--- src/rtl/bullcow_input_ctrl_pkg.sv ---
// bullcow_input_ctrl_pkg: shared types, sizes and the digit-uniqueness helper
package bullcow_pkg;

    localparam int NUM_DIGITS = 4;
    localparam int DIGIT_W    = 4;

    typedef logic [DIGIT_W-1:0] digit_t;
    typedef digit_t [NUM_DIGITS-1:0] code_t;

    typedef enum logic [1:0] {
        IDLE,
        CHECK,
        WAIT_RELEASE
    } in_state_t;

    function automatic logic digits_distinct(input code_t c);
        digits_distinct = 1'b1;
        for (int i = 0; i < NUM_DIGITS; i++)
            for (int j = i + 1; j < NUM_DIGITS; j++)
                if (c[i] == c[j]) digits_distinct = 1'b0;
    endfunction

endpackage

--- src/rtl/bullcow_input_ctrl_if.sv ---
// bullcow_input_ctrl_if: raw inputs from the board and the code handshake to the game FSM
interface bullcow_input_ctrl_if;
    import bullcow_pkg::*;

    logic  enter;
    logic  [15:0] SW;
    logic  accept_en;
    logic  enter_pulse;
    logic  [15:0] sw_sync;
    logic  code_valid;
    code_t code_out;
    logic  code_err;

    modport master (
        output enter, SW, accept_en,
        input  enter_pulse, sw_sync, code_valid, code_out, code_err
    );

    modport slave (
        input  enter, SW, accept_en,
        output enter_pulse, sw_sync, code_valid, code_out, code_err
    );

endinterface

--- src/rtl/bullcow_input_ctrl_debouncer.sv ---
// btn_debouncer: synchronises and debounces a push-button, emits its debounced level and a rise strobe
module btn_debouncer #(
    parameter int DEBOUNCE_CYCLES = 1_000_000
) (
    input  logic clock,
    input  logic reset,
    input  logic btn_i,
    output logic db_level_o,
    output logic press_o
);

    localparam int CW = DEBOUNCE_CYCLES > 1 ? $clog2(DEBOUNCE_CYCLES) : 1;

    logic          s1_q, s2_q, db_q, db_prev_q, seen_q, armed_q;
    logic [CW-1:0] cnt_q;

    // Two-flop synchroniser; a button held through reset stays disarmed until it is seen released
    always_ff @(posedge clock or posedge reset)
        if (reset) begin
            s1_q    <= 1'b0;
            s2_q    <= 1'b0;
            seen_q  <= 1'b0;
            armed_q <= 1'b0;
        end else begin
            s1_q    <= btn_i;
            s2_q    <= s1_q;
            seen_q  <= 1'b1;
            armed_q <= armed_q | (seen_q & ~s1_q);
        end

    // Debounced level follows the synchronised input only after DEBOUNCE_CYCLES consecutive differing cycles
    always_ff @(posedge clock or posedge reset)
        if (reset) begin
            cnt_q     <= '0;
            db_q      <= 1'b0;
            db_prev_q <= 1'b0;
        end else begin
            db_prev_q <= db_q;
            if (s2_q == db_q)
                cnt_q <= '0;
            else if (cnt_q == CW'(DEBOUNCE_CYCLES - 1)) begin
                db_q  <= s2_q;
                cnt_q <= '0;
            end else
                cnt_q <= cnt_q + 1'b1;
        end

    assign db_level_o = db_q;
    assign press_o    = armed_q & db_q & ~db_prev_q;

endmodule

--- src/rtl/bullcow_input_ctrl.sv ---
// bullcow_input_ctrl: conditions enter/SW and hands checked codes to the game FSM (BULLCOW_DISTINCT_CHECK_EN enables digit check)
module bullcow_input_ctrl
    import bullcow_pkg::*;
#(
    parameter int DEBOUNCE_CYCLES = 1_000_000
) (
    input logic clock,
    input logic reset,
    bullcow_input_ctrl_if.slave bus
);

    code_t     sw1_q, sw2_q, code_q, code_out_q;
    logic      pulse_q, valid_q, err_q;
    in_state_t state_q;
    logic      db_level, press, pass;

    btn_debouncer #(.DEBOUNCE_CYCLES(DEBOUNCE_CYCLES)) u_db (
        .clock      (clock),
        .reset      (reset),
        .btn_i      (bus.enter),
        .db_level_o (db_level),
        .press_o    (press)
    );

    // Two-flop synchroniser for the switch bank
    always_ff @(posedge clock or posedge reset)
        if (reset) begin
            sw1_q <= '0;
            sw2_q <= '0;
        end else begin
            sw1_q <= bus.SW;
            sw2_q <= sw1_q;
        end

`ifdef BULLCOW_DISTINCT_CHECK_EN
    assign pass = digits_distinct(code_q);
`else
    assign pass = 1'b1;
`endif

    // Latch on an accepted press, judge the code for one cycle, then wait for the button to be released
    always_ff @(posedge clock or posedge reset)
        if (reset) begin
            state_q    <= IDLE;
            code_q     <= '0;
            code_out_q <= '0;
            pulse_q    <= 1'b0;
            valid_q    <= 1'b0;
            err_q      <= 1'b0;
        end else begin
            pulse_q <= press;
            valid_q <= 1'b0;
            case (state_q)
                IDLE:
                    if (press && bus.accept_en) begin
                        code_q  <= sw2_q;
                        err_q   <= 1'b0;
                        state_q <= CHECK;
                    end
                CHECK: begin
                    valid_q <= pass;
                    err_q   <= ~pass;
                    if (pass) code_out_q <= code_q;
                    state_q <= WAIT_RELEASE;
                end
                WAIT_RELEASE:
                    if (!db_level) state_q <= IDLE;
                default: state_q <= IDLE;
            endcase
        end

    assign bus.enter_pulse = pulse_q;
    assign bus.sw_sync     = sw2_q;
    assign bus.code_valid  = valid_q;
    assign bus.code_out    = code_out_q;
    assign bus.code_err    = err_q;

endmodule

--- src/flat_wrapper.sv ---
// flat-port wrapper written by rule: the top's interface ports become plain ports
module bullcow_input_ctrl_flat import bullcow_pkg::*;
#(
    parameter int DEBOUNCE_CYCLES = 1_000_000
)
  (clock, reset, bus_enter, bus_SW, bus_accept_en, bus_enter_pulse, bus_sw_sync, bus_code_valid, bus_code_out, bus_code_err);
  bullcow_input_ctrl_if bus_i ();
  input logic clock;
  input logic reset;
  input wire logic [$bits(bus_i.enter)-1:0] bus_enter;
  input wire logic [$bits(bus_i.SW)-1:0] bus_SW;
  input wire logic [$bits(bus_i.accept_en)-1:0] bus_accept_en;
  output wire logic [$bits(bus_i.enter_pulse)-1:0] bus_enter_pulse;
  output wire logic [$bits(bus_i.sw_sync)-1:0] bus_sw_sync;
  output wire logic [$bits(bus_i.code_valid)-1:0] bus_code_valid;
  output wire logic [$bits(bus_i.code_out)-1:0] bus_code_out;
  output wire logic [$bits(bus_i.code_err)-1:0] bus_code_err;
  assign bus_i.enter = bus_enter;
  assign bus_i.SW = bus_SW;
  assign bus_i.accept_en = bus_accept_en;
  assign bus_enter_pulse = bus_i.enter_pulse;
  assign bus_sw_sync = bus_i.sw_sync;
  assign bus_code_valid = bus_i.code_valid;
  assign bus_code_out = bus_i.code_out;
  assign bus_code_err = bus_i.code_err;
  bullcow_input_ctrl #(.DEBOUNCE_CYCLES(DEBOUNCE_CYCLES)) u_core (.clock(clock), .reset(reset), .bus(bus_i));
endmodule
--- config.mk ---
export PLATFORM = sky130hd
export DESIGN_NAME = bullcow_input_ctrl_flat
export DESIGN_NICKNAME = d
export VERILOG_FILES = /design/src/rtl/bullcow_input_ctrl_pkg.sv /design/src/rtl/bullcow_input_ctrl_if.sv /design/src/rtl/bullcow_input_ctrl_debouncer.sv /design/src/rtl/bullcow_input_ctrl.sv /design/src/flat_wrapper.sv
export SDC_FILE = /design/constraint.sdc
export NUM_CORES = 1
export LEC_CHECK = 0
export BUFFER_PORTS_ARGS = -buffer_cell sky130_fd_sc_hd__buf_2
export CAP_MARGIN = 40
export CORE_UTILIZATION = 28
export DETAILED_ROUTE_END_ITERATION = 8
export MAX_ROUTING_LAYER = met4
export PLACE_DENSITY_LB_ADDON = 0.2
export SYNTH_ARGS = -nofsm -noshare
export SYNTH_HDL_FRONTEND = slang
export SYNTH_HIERARCHICAL = 1
export SYNTH_SLANG_ARGS = --single-unit
--- constraint.sdc ---
create_clock -name clock -period 2.52 [get_ports clock]
set_clock_uncertainty 0.05 [all_clocks]
set_input_delay 0.252 -clock clock [delete_from_list [all_inputs] [get_ports clock]]
set_output_delay 0.252 -clock clock [all_outputs]
set_load 0.01 [all_outputs]
Word-level counts from Yosys, hierarchy flattened
Cells that the tools add are included.
Storage, ports and cells
  bits of input ports: 20
  output and inout bits: 35
  logic and storage cells: 56
  bits in registers: 95
Operators by class
  $add $sub $neg: 1
  reduce and logical (&&, ||, !) cells: 7
  multiplexer cells: 8
  equal/unequal tests: 6
  bitwise logic cells: 7
Operators by type and width (number)
  $mux 20: 2
  $add 20x1->20 const B: 1
  $eq 20x20->1 const B: 1
  $reduce_and 2->1: 4
  $pmux 2 s3: 1
  $mux 2: 2
  $and 1x1->1: 3
  $not 1->1: 3
  $eq 2x1->1 const B: 1
  $eq 2x2->1 const B: 1
  $logic_not 2->1: 1
  $mux 1: 2
  $ne 2x1->1 const B: 1
  $ne 2x2->1 const B: 1
  $pmux 1 s2: 1
  $reduce_bool 2->1: 1
  $eq 1x1->1: 1
  $logic_and 1x1->1: 1
  $or 1x1->1: 1

Logic depth before layout (Yosys ltp)
Gate-level depths: netlist of the first run.
  word-level depth: 5
  depth in mapped cells: 6
  depth with buffers taken out: 5

Modules after synthesis
Netlist of the first run, hierarchy kept.
Modules (own cells, without submodules)
  bullcow_input_ctrl: seq. area each 1701.6 um^2, area each 2179.6 um^2, cells each 112, times used 1
  btn_debouncer: seq. area each 650.6 um^2, area each 1216.2 um^2, cells each 117, times used 1

Worst setup path before layout of the first run
No wires, ideal clock.
  path kind: reg-to-reg
  from: reg u_core.u_db.cnt_q[4]
  to: reg u_core.u_db.cnt_q[17]
  cell stages (with the launch flop): 5
  period minus slack after synthesis: 1.669 ns
  library setup time: 0.078 ns
  data required time: 2.392 ns
  slack: 0.851 ns
  buffers on the path: 0
  data arrival time: 1.541 ns
  path through: dfrtp_1 -> nand4_4 -> or4_1 -> or3_1 -> a21oi_1
On the way
  word-level cells in the longest chain between the ends: 3
  elaborated cells on any way between the ends: 4
  those cells by class: add/sub: 1; eq/ne: 1; mux: 2
RTL lines
  start: declaration: RTL line bullcow_input_ctrl_debouncer.sv:15  | logic [CW-1:0] cnt_q;
  start signal: assignment: RTL line bullcow_input_ctrl_debouncer.sv:45  | cnt_q <= cnt_q + 1'b1;
  $add 20x1->20 or $eq 20x20->1 (tied branches): RTL line bullcow_input_ctrl_debouncer.sv:45, bullcow_input_ctrl_debouncer.sv:41
  $mux 20 (*): RTL line bullcow_input_ctrl_debouncer.sv:41  | else if (cnt_q == CW'(DEBOUNCE_CYCLES - 1)) begin
  $mux 20 (*): RTL line bullcow_input_ctrl_debouncer.sv:39  | if (s2_q == db_q)
Mark *: on every way between the ends. The rest lies on a longest branch, timed or not.
A chain may end at the register's enable or synchronous reset.

Worst setup path in the final report of the first run
  from: reg u_core.u_db.cnt_q[0]
  to: reg u_core.u_db.cnt_q[18]
The elaborated chain is that of the path after synthesis.

==> results by group, run 1 <==
Run status
  • Status: finished, violations left
  • Failing checks: design-rule violations

Floorplan
  • Starting Density: 0.292
  • Io pins: 55
  • Die X: about 110 um
  • Core area: roughly 12000 um^2
  • Die ar.: ~13000 um^2
  • Die Height: between 100 and 150 um
  • FP Rows: 39

Placement
  • Post-Place Worst Slack: approximately 0.68 ns
  • PortBufs: 53
  • Gpl congestion: 0.741
  • Post-DP HPWL: approximately 3.7 mm
  • Placed cell count: between 400 and 500

Worst setup path
  • WP data arrival: roughly 2.1 ns
  • Setup crit end kind: register
  • Crit Reg-Reg Startpoint: u_core/u_db/cnt_q[0]
  • Worst-path cell chain: ha_1, nand3_1, nor4_2, mux2i_1, nor4b_1
  • Worst path max stage delay: roughly 0.47 ns
  • R2R Path End: u_core/u_db/cnt_q[18]
  • Slowest cell on crit path: nor4_2
  • Crit path max fanout: 5
  • Worst R2R Setup Slack: around 0.65 ns
  • R2r worst-path depth: 5
  • Setup CP Type: reg -> reg
  • WP data required: around 2.7 ns
  • Crit start category: register

Clocking
  • Skew-Pair Late Insertion Delay: 0.34 ns
  • Post-CTS Hold Buffers: 18
  • Max clock buf depth: 2
  • TritonCTS buffer count: 9
  • CTS Sinks: 94
  • Htree depth: 3
  • Clock root buffer: clkbuf_16
  • CTS tree: yes
  • Cts repair resizes: 0
  • Clock transition at path regs: roughly 0.060 ns
  • Post CTS Setup Buffer Count: 0

Synth
  • Warnings, synthesis: 6
  • Distinct cell type count after synthesis: 34
  • Synth top area share: 0.693
  • Register area share after synthesis: 0.693
  • Mapped cell area: 3400 um^2
  • Ys flop type: dfrtp_1
  • Synth area leader: dfrtp_1
  • Async S/R FF share, synth: 1.00
  • Syn Inst Count: 229
  • Yosys reg bits: 94
  • EDFF count, synth: 0
  • Synth top area cells: dfrtp_1 69%, mux2_2 5.3%, mux2_4 4.0%, xnor2_1 2.8%, mux2_1 2.7%
  • Net Count, Synth: 250
  • Syn avg cell area: between 10 and 15 um^2

Power and ir drop
  • Worst VDD drop: 299 uV
  • Seq pwr share: 0.530
  • Clock network power share: 0.434
  • Comb pwr share: 0.036
  • Sw power: between 500 and 600 uW
  • Internal cell power: roughly 2300 uW
  • Switching share of total power: 0.202
  • Power Total: 2940 uW
  • Leak pwr: between 0.002 and 0.0025 uW
  • Cell Pwr Density: 683 nW/um^2

Detailed routing
  • Number of remaining DRC errors: 7
  • Post-detailed-route count of antenna-violating nets: 0
  • DRT iter0 DRCs: 127
  • Routed WL: roughly 5.8 mm
  • First drt pass iteration count: 6
  • Drt wl/cell: between 10 and 15 um
  • Via count: between 1500 and 2000
  • Via-to-Cell Ratio: 4.21

Final layout
  • # diodes: 0
  • Share of cells above drive strength 1: 0.319
  • Leading cell type in the layout, fill and taps excluded: dfrtp_1
  • Nets: ~330
  • Most frequent cells in the layout: 94 x dfrtp_1, 53 x buf_2, 20 x nor2_1
  • Fin cells: ~460
  • Synthesis-to-layout area growth: 26.8%

Timing
  • Fmax: roughly 540 MHz
  • Worst-margin pin slew: ~0.53 ns
  • Final Hold Fails: 0
  • Setup violators final: 0
  • Slew headroom: 0.640
  • Min Clock Period, post-route: about 1.9 ns
  • RSZ-0062 raised after global routing: no
  • Fin. max-slew vios: 0
  • Setup_tns: 0 ns
  • Final setup margin: about 0.65 ns
  • Fraction of the cycle the final worst path needs: 0.741

Worst hold path
  • Hold Path End: u_core/bus.sw_sync[3]
  • Worst hold path type: reg -> reg
  • Worst Hold Launch: u_core/sw1_q[3]
  • Worst Hold Path Cells: 0

GRT
  • Initial antenna violation count: 0
  • Global-route wire length before repair: 9.92 mm
  • All-Layer GR Usage: 0.109
  • Vias in the first global route: 1968
  • Largest net degree at the start of global routing: 69
  • Gr ovfl total: 0

Job
  • Max cap viols: 0
## routing by layer
layer  global-route usage  share of wire  vias up
met5                    -              0        -
met4               0.0720          0.028        0
met3               0.0308          0.048       10
met2                0.156           0.46       38
met1                0.135           0.47      942
li1                     -              -      932
## cell type report
cell class	count	area (um^2)
timing repair buffer	76	495
tap	143	179
sequential	94	2350
clock buffer	12	236
multi-input combinational	121	976
inverter	8	30.0
clock inverter	2	35.0
fill	1135	7310
## worst max-delay path, delay by kind of cell (launching register included)
family                     cells  cell delay (ns)
muxes                          1             0.13
and+or+nand+nor                3             0.97
adders and majority gates      1             0.22
DFF                            1             0.40
## synth_stat cells, types with 2 or more instances
cell type	instances
nor2_1	20
nor4b_1	2
xor2_1	5
a21oi_1	2
buf_2	2
mux2_1	8
nor4_1	4
or3_1	2
nand3_1	6
and4_1	2
conb_1	2
mux2i_1	2
nand4_1	3
mux2_2	16
xnor2_1	11
buf_4	3
nand2_1	8
nor3_1	5
o21ai_0	3
inv_1	8
dfrtp_1	94
mux2_4	9
## worst max path at each step
| stage | from | endpoint | slack, ns | cells past startpoint |
|---|---|---|---|---|
| floorplan | reset | u_core/bus.code_out[0] | 0.51 | 1 |
| global placement | u_core/u_db/cnt_q[6] | u_core/u_db/cnt_q[17] | 0.74 | 4 |
| detailed placement | u_core/u_db/cnt_q[0] | u_core/u_db/cnt_q[18] | 0.68 | 5 |
| CTS | u_core/u_db/cnt_q[0] | u_core/u_db/cnt_q[18] | 0.61 | 5 |
| global route | u_core/u_db/cnt_q[0] | u_core/u_db/cnt_q[18] | 0.47 | 5 |
| finish | u_core/u_db/cnt_q[0] | u_core/u_db/cnt_q[18] | 0.65 | 5 |
## stage by stage
stage               hold WS (ns)   util  area (um^2)
floorplan                  0.233      -         3400
detailed placement         0.285  0.332         3850
finish                     0.293  0.371         4300
CTS                        0.297  0.371         4300
global placement           0.281  0.332         3850
global route               0.301  0.371         4300
## power groups by stage
| stage | clock network [uW] | registers, uW | logic, uW |
|---|---|---|---|
| 2_1_floorplan | 0 | 1590 | 36.1 |
| 3_3_place_gp | 0 | 1580 | 88.2 |
| 3_5_place_dp | 0 | 1590 | 88.5 |
| 4_1_cts | 1320 | 1560 | 110 |
| 5_1_grt | 1390 | 1560 | 121 |
| 6_report | 1280 | 1560 | 106 |
## state kept, by name, summed over array words and instances, names as in the netlist
signal	flops
u_core/sw1_q	16
u_core/bus.sw_sync	16
u_core/u_db/s2_q	1
u_core/bus.enter_pulse	1
u_core/bus.code_out	16
u_core/bus.code_valid	1
u_core/u_db/seen_q	1
u_core/code_q	16
u_core/u_db/db_level_o	1
u_core/u_db/db_prev_q	1
u_core/u_db/cnt_q	20
u_core/u_db/armed_q	1
u_core/u_db/s1_q	1
u_core/state_q	2
## logic make-up after synthesis
kind of cell    after synthesis  share of synthesized area
compound gates                7                     0.0122
xor+xnor                     16                     0.0413
fa+ha+maj                     1                    0.00368
buf+inv                      14                     0.0243
flops                        94                      0.693
mux                          35                      0.125
other cells                   2                    0.00221
simple gates                 60                     0.0984
(Power assumes the default switching activity.)
==> run 2, diff against run 1 <==
==> constraint.sdc (replaced) <==
create_clock -name clock -period 1.8 [get_ports clock]
set_clock_uncertainty 0.05 [all_clocks]
set_input_delay 0.18 -clock clock [delete_from_list [all_inputs] [get_ports clock]]
set_output_delay 0.18 -clock clock [all_outputs]
set_load 0.01 [all_outputs]
==> results by group, run 2 (synthesis gave the netlist of run 1 again) <==
Run status
  • Status: finished, violations left
  • Failing checks: design-rule violations

Final layout
  • Share of cells above drive strength 1: 0.382
  • Most frequent cells in the layout: 90 x dfrtp_1, 53 x buf_2, 19 x nor2_1
  • Largest Register: u_core/u_db/cnt_q
  • Fin util: 0.387
  • Leading cell type in the layout, fill and taps excluded: dfrtp_1
  • Largest register FFs: 20
  • # diodes: 0
  • Nets: approximately 340
  • Synthesis-to-layout area growth: 32.2%

Worst setup path
  • R2r worst-path depth: 5
  • Crit start category: register
  • Worst R2R Setup Slack: about 0.098 ns
  • Crit path max fanout: 4
  • CP endpoint: u_core/u_db/db_level_o
  • R2R Path End: u_core/u_db/db_level_o
  • Crit Reg-Reg Startpoint: u_core/u_db/cnt_q[0]
  • Setup crit end kind: register
  • Setup CP Type: reg -> reg
  • WP data required: between 1.5 and 2 ns
  • Setup crit start: u_core/u_db/cnt_q[0]
  • WP data arrival: approximately 1.9 ns

Timing
  • Fraction of the cycle the final worst path needs: 0.946
  • Final Hold Fails: 0
  • Fin. max-slew vios: 0
  • Worst-margin pin slew: 0.553 ns
  • Min Clock Period, post-route: 1.70 ns
  • Fmax: 587 MHz
  • Setup violators final: 0
  • Slew headroom: 0.630

Detailed routing
  • Via-to-Cell Ratio: approximately 4.3
  • Drt wl/cell: approximately 13 um
  • First drt pass iteration count: 6
  • Via count: 2008
  • Number of remaining DRC errors: 7
  • Routed WL: ~6 mm
  • Post-detailed-route count of antenna-violating nets: 0
  • DRT iter0 DRCs: 74

Power and ir drop
  • Leak pwr: around 0.0022 uW
  • Worst VDD drop: 478 uV
  • Sw power: 894 uW
  • Cell Pwr Density: between 900 and 1000 nW/um^2
  • Power Total: ~4300 uW
  • Internal cell power: around 3400 uW
  • Clock network power share: 0.462
  • Seq pwr share: 0.502
  • Comb pwr share: 0.036
  • Switching share of total power: 0.206

Floorplan
  • Die Height: roughly 110 um
  • FP Rows: 39
  • Core area: between 10000 and 15000 um^2
  • Io pins: 55
  • Die ar.: around 13000 um^2
  • Die X: approximately 110 um
  • Starting Density: 0.292

Clocking
  • Clock root buffer: clkbuf_16
  • CTS Sinks: 94
  • Skew-Pair Late Insertion Delay: roughly 0.34 ns
  • CTS tree: yes
  • Htree depth: 3
  • Max clock buf depth: 2
  • TritonCTS buffer count: 9
  • Clock transition at path regs: 0.06 ns

GRT
  • Largest net degree at the start of global routing: 28
  • Gr ovfl total: 0
  • Global-route wire length before repair: just over 10 mm
  • Initial antenna violation count: 0
  • Vias in the first global route: slightly above 2000
  • All-Layer GR Usage: 0.113

Placement
  • Gpl congestion: 0.734
  • PortBufs: between 50 and 60
  • Post-DP HPWL: 4.04 mm

Worst hold path
  • Worst hold path type: in -> reg

Job
  • Max cap viols: 0
-- run 2: area by class of cell --
cell class	count	area (um^2)
sequential	94	2360
tap	143	179
fill	1121	7120
clock inverter	6	86.3
inverter	8	33.8
multi-input combinational	121	1010
clock buffer	10	229
timing repair buffer	88	598
-- run 2: worst min-delay path by stage --
| stage | start | endpoint | slack (ns) | cells after the start |
|---|---|---|---|---|
| after floorplan | bus_SW[0] | u_core/sw1_q[0] | 0.16 | 0 |
| after global placement | reset | u_core/code_q[6] | 0.22 | 2 |
| after detailed placement | reset | u_core/code_q[6] | 0.22 | 2 |
| after CTS | bus_accept_en | u_core/state_q[0] | 0.09 | 2 |
| after global routing | bus_accept_en | u_core/state_q[0] | 0.09 | 2 |
| final | bus_accept_en | u_core/state_q[0] | 0.10 | 2 |
-- run 2: layer usage --
layer | share of wire | track usage | wire [um]
met3 | 0.052 | 0.0313 | 317
met2 | 0.44 | 0.162 | 2680
met5 | 0 | - | 0
met1 | 0.47 | 0.139 | 2870
met4 | 0.030 | 0.0747 | 182
-- run 2: through the flow --
stage	area (um^2)	TNS, ns	setup slack [ns]	hold slack, ns	std cells
2_1_floorplan	3400	0	0.131	0.161	229
3_3_place_gp	3940	0	0.0574	0.221	434
3_5_place_dp	3940	0	0.00800	0.225	434
4_1_cts	4440	0	0.0289	0.0923	468
5_1_grt	4490	-0.0169	-0.0169	0.0933	470
6_report	4490	0	0.0976	0.104	470
-- run 2: critical path, stage by stage, from the launching register on --
cell and delay, ns:
dfrtp_1 0.39, ha_2 0.22, and3_1 0.23, nand4_1 0.17, nor2_2 0.18, mux2_2 0.34
-- run 2: what timing repair did --
| item | CTS | global route |
|---|---|---|
| endpoints found under the setup margin | 1 | 16 |
| resized for setup | 1 | 9 |
| hold buffers | 18 | 0 |
| buffers inserted | 0 | 2 |
| endpoints found under the hold margin | 65 | 0 |
| pin swaps | 0 | 2 |
-- run 2: power by group through the flow --
stage / combinational, uW / sequential, uW / clock, uW
global placement: 130 / 2220 / 0
global route: 182 / 2180 / 2150
floorplan: 51.0 / 2220 / 0
CTS: 161 / 2180 / 2070
finish: 158 / 2180 / 2000
detailed placement: 131 / 2220 / 0
==> run 3, diff against run 2 <==
--- a/config.mk
+++ b/config.mk
@@ -9,6 +9,7 @@
 export CAP_MARGIN = 40
 export CORE_UTILIZATION = 28
 export DETAILED_ROUTE_END_ITERATION = 8
+export HOLD_SLACK_MARGIN = 0.15
 export MAX_ROUTING_LAYER = met4
 export PLACE_DENSITY_LB_ADDON = 0.2
 export SYNTH_ARGS = -nofsm -noshare
==> results by group, run 3 (synthesis gave the netlist of run 1 again) <==
Run status
  • Status: finished, violations left
  • Failing checks: design-rule violations

Floorplan
  • Core area: approximately 12000 um^2
  • Die ar.: 12600 um^2
  • Io pins: 55
  • FP Rows: 39
  • Die X: around 110 um
  • Die Height: roughly 110 um
  • Starting Density: 0.292

Placement
  • Placed inst area: slightly below 4000 um^2
  • PortBufs: 53
  • Post-DP HPWL: around 4.0 mm
  • Gpl congestion: around 0.73

Final layout
  • Largest register FFs: 20
  • Fill count: 1120
  • Leading cell type in the layout, fill and taps excluded: dfrtp_1
  • Synthesis-to-layout area growth: 32.5%
  • Largest Register: u_core/u_db/cnt_q
  • Nets: about 340
  • Share of cells above drive strength 1: 0.381
  • Design area: roughly 4500 um^2
  • # diodes: 0
  • Fin util: 0.387
  • Most frequent cells in the layout: 90 x dfrtp_1, 53 x buf_2, 19 x dlygate4sd3_1, 19 x nor2_1, 16 x mux2_2

Timing
  • Setup violators final: 0
  • Slew headroom: 0.630
  • Fraction of the cycle the final worst path needs: 0.946
  • Fin. max-slew vios: 0
  • Final Hold Fails: 0
  • Worst-margin pin slew: between 0.5 and 0.6 ns
  • Fmax: roughly 590 MHz
  • Min Clock Period, post-route: roughly 1.7 ns

Detailed routing
  • Drt wl/cell: 12.8 um
  • DRT iter0 DRCs: 87
  • Routed WL: 6.05 mm
  • Via count: 2012
  • Post-detailed-route count of antenna-violating nets: 0
  • Via-to-Cell Ratio: 4.27
  • Number of remaining DRC errors: 7
  • First drt pass iteration count: 6

GRT
  • Vias in the first global route: 2037
  • Initial antenna violation count: 0
  • Largest net degree at the start of global routing: 28
  • Gr ovfl total: 0
  • Global-route wire length before repair: approximately 10 mm
  • All-Layer GR Usage: 0.113

Worst setup path
  • R2r worst-path depth: 5
  • Setup CP Type: reg -> reg
  • Crit path max fanout: 4
  • WP data arrival: approximately 1.9 ns
  • Crit start category: register
  • CP delay by family, top: simple AND/OR/NAND/NOR gates
  • R2R Path End: u_core/u_db/db_level_o
  • Worst-path cell chain: ha_2, and3_1, nand4_1, nor2_2, mux2_2
  • WP data required: a little under 2 ns
  • Critical Path Stages: 5
  • Crit Reg-Reg Startpoint: u_core/u_db/cnt_q[0]
  • Setup crit end kind: register
  • Worst R2R Setup Slack: approximately 0.1 ns
  • Bufs and invs on worst path: 0
  • Worst path max stage delay: about 0.39 ns
  • Slowest cell on crit path: dfrtp_1

Clocking
  • CTS Sinks: 94
  • Htree depth: 3
  • CTS tree: yes
  • Max clock buf depth: 2
  • Clock transition at path regs: around 0.060 ns
  • TritonCTS buffer count: 9
  • Skew-Pair Late Insertion Delay: approximately 0.34 ns
  • Clock root buffer: clkbuf_16

Power and ir drop
  • Leak pwr: 0.00217 uW
  • Cell Pwr Density: slightly below 1000 nW/um^2
  • Worst VDD drop: ~480 uV
  • Power Total: 4340 uW

Job
  • Max cap viols: 0

Worst hold path
  • Worst hold path type: reg -> reg
  • Worst Hold Path Cells: 0
  • Worst Hold Launch: u_core/sw1_q[9]
  • Hold Path End: u_core/bus.sw_sync[9]
[run 3: changes by cell type in the layout (fill, tap and decap cells not counted)]
cell and change:
dlygate4sd3_1 +1
[run 3: area by class of cell]
type | count | area, um^2 | area share
Multi-Input combinational cell | 121 | 1010 | 0.224
Inverter | 8 | 33.8 | 0.00751
Timing Repair Buffer | 89 | 608 | 0.135
Clock buffer | 10 | 229 | 0.0509
Tap cell | 143 | 179 | 0.0398
Clock inverter | 6 | 86.3 | 0.0192
Sequential cell | 94 | 2360 | 0.524
[run 3: layer usage]
layer  vias to the layer above  track usage  share of wire
li1                        963            -              -
met3                        13       0.0313          0.052
met2                        44        0.162           0.44
met4                         0       0.0747          0.030
met1                       992        0.140           0.47
met5                         -            -              0
[run 3: through the flow]
step	cells	setup TNS (ns)	hold WS [ns]	setup slack [ns]
floorplan	229	0	0.161	0.131
global placement	434	0	0.221	0.0574
detailed placement	434	0	0.225	0.00800
CTS	469	0	0.299	0.0289
global route	471	-0.0169	0.302	-0.0169
finish	471	0	0.297	0.0976
[run 3: worst max path at each step]
stage                                     from                     end  slack, ns
final                     u_core/u_db/cnt_q[0]  u_core/u_db/db_level_o        0.1
after global routing      u_core/u_db/cnt_q[6]   u_core/u_db/cnt_q[19]      -0.02
after CTS                 u_core/u_db/cnt_q[0]  u_core/u_db/db_level_o       0.03
after detailed placement  u_core/u_db/cnt_q[0]  u_core/u_db/db_level_o      0.008
after global placement    u_core/u_db/cnt_q[0]  u_core/u_db/db_level_o       0.06
after floorplan           u_core/u_db/cnt_q[4]   u_core/u_db/cnt_q[17]       0.13
[run 3: repair_timing]
action / in CTS / in global routing
setup buffers: 0 / 2
pin swaps: 0 / 2
gates resized for setup: 1 / 9
endpoints found under the setup margin: 1 / 16
hold buffers: 19 / 0
endpoints found under the hold margin: 66 / 0
[run 3: power breakdown]
group	switching [uW]	total, uW	internal [uW]	leakage [uW]
logic	84.6	160	75.6	0.000802
clock network	789	2000	1210	0.000152
registers	21.5	2180	2160	0.00122
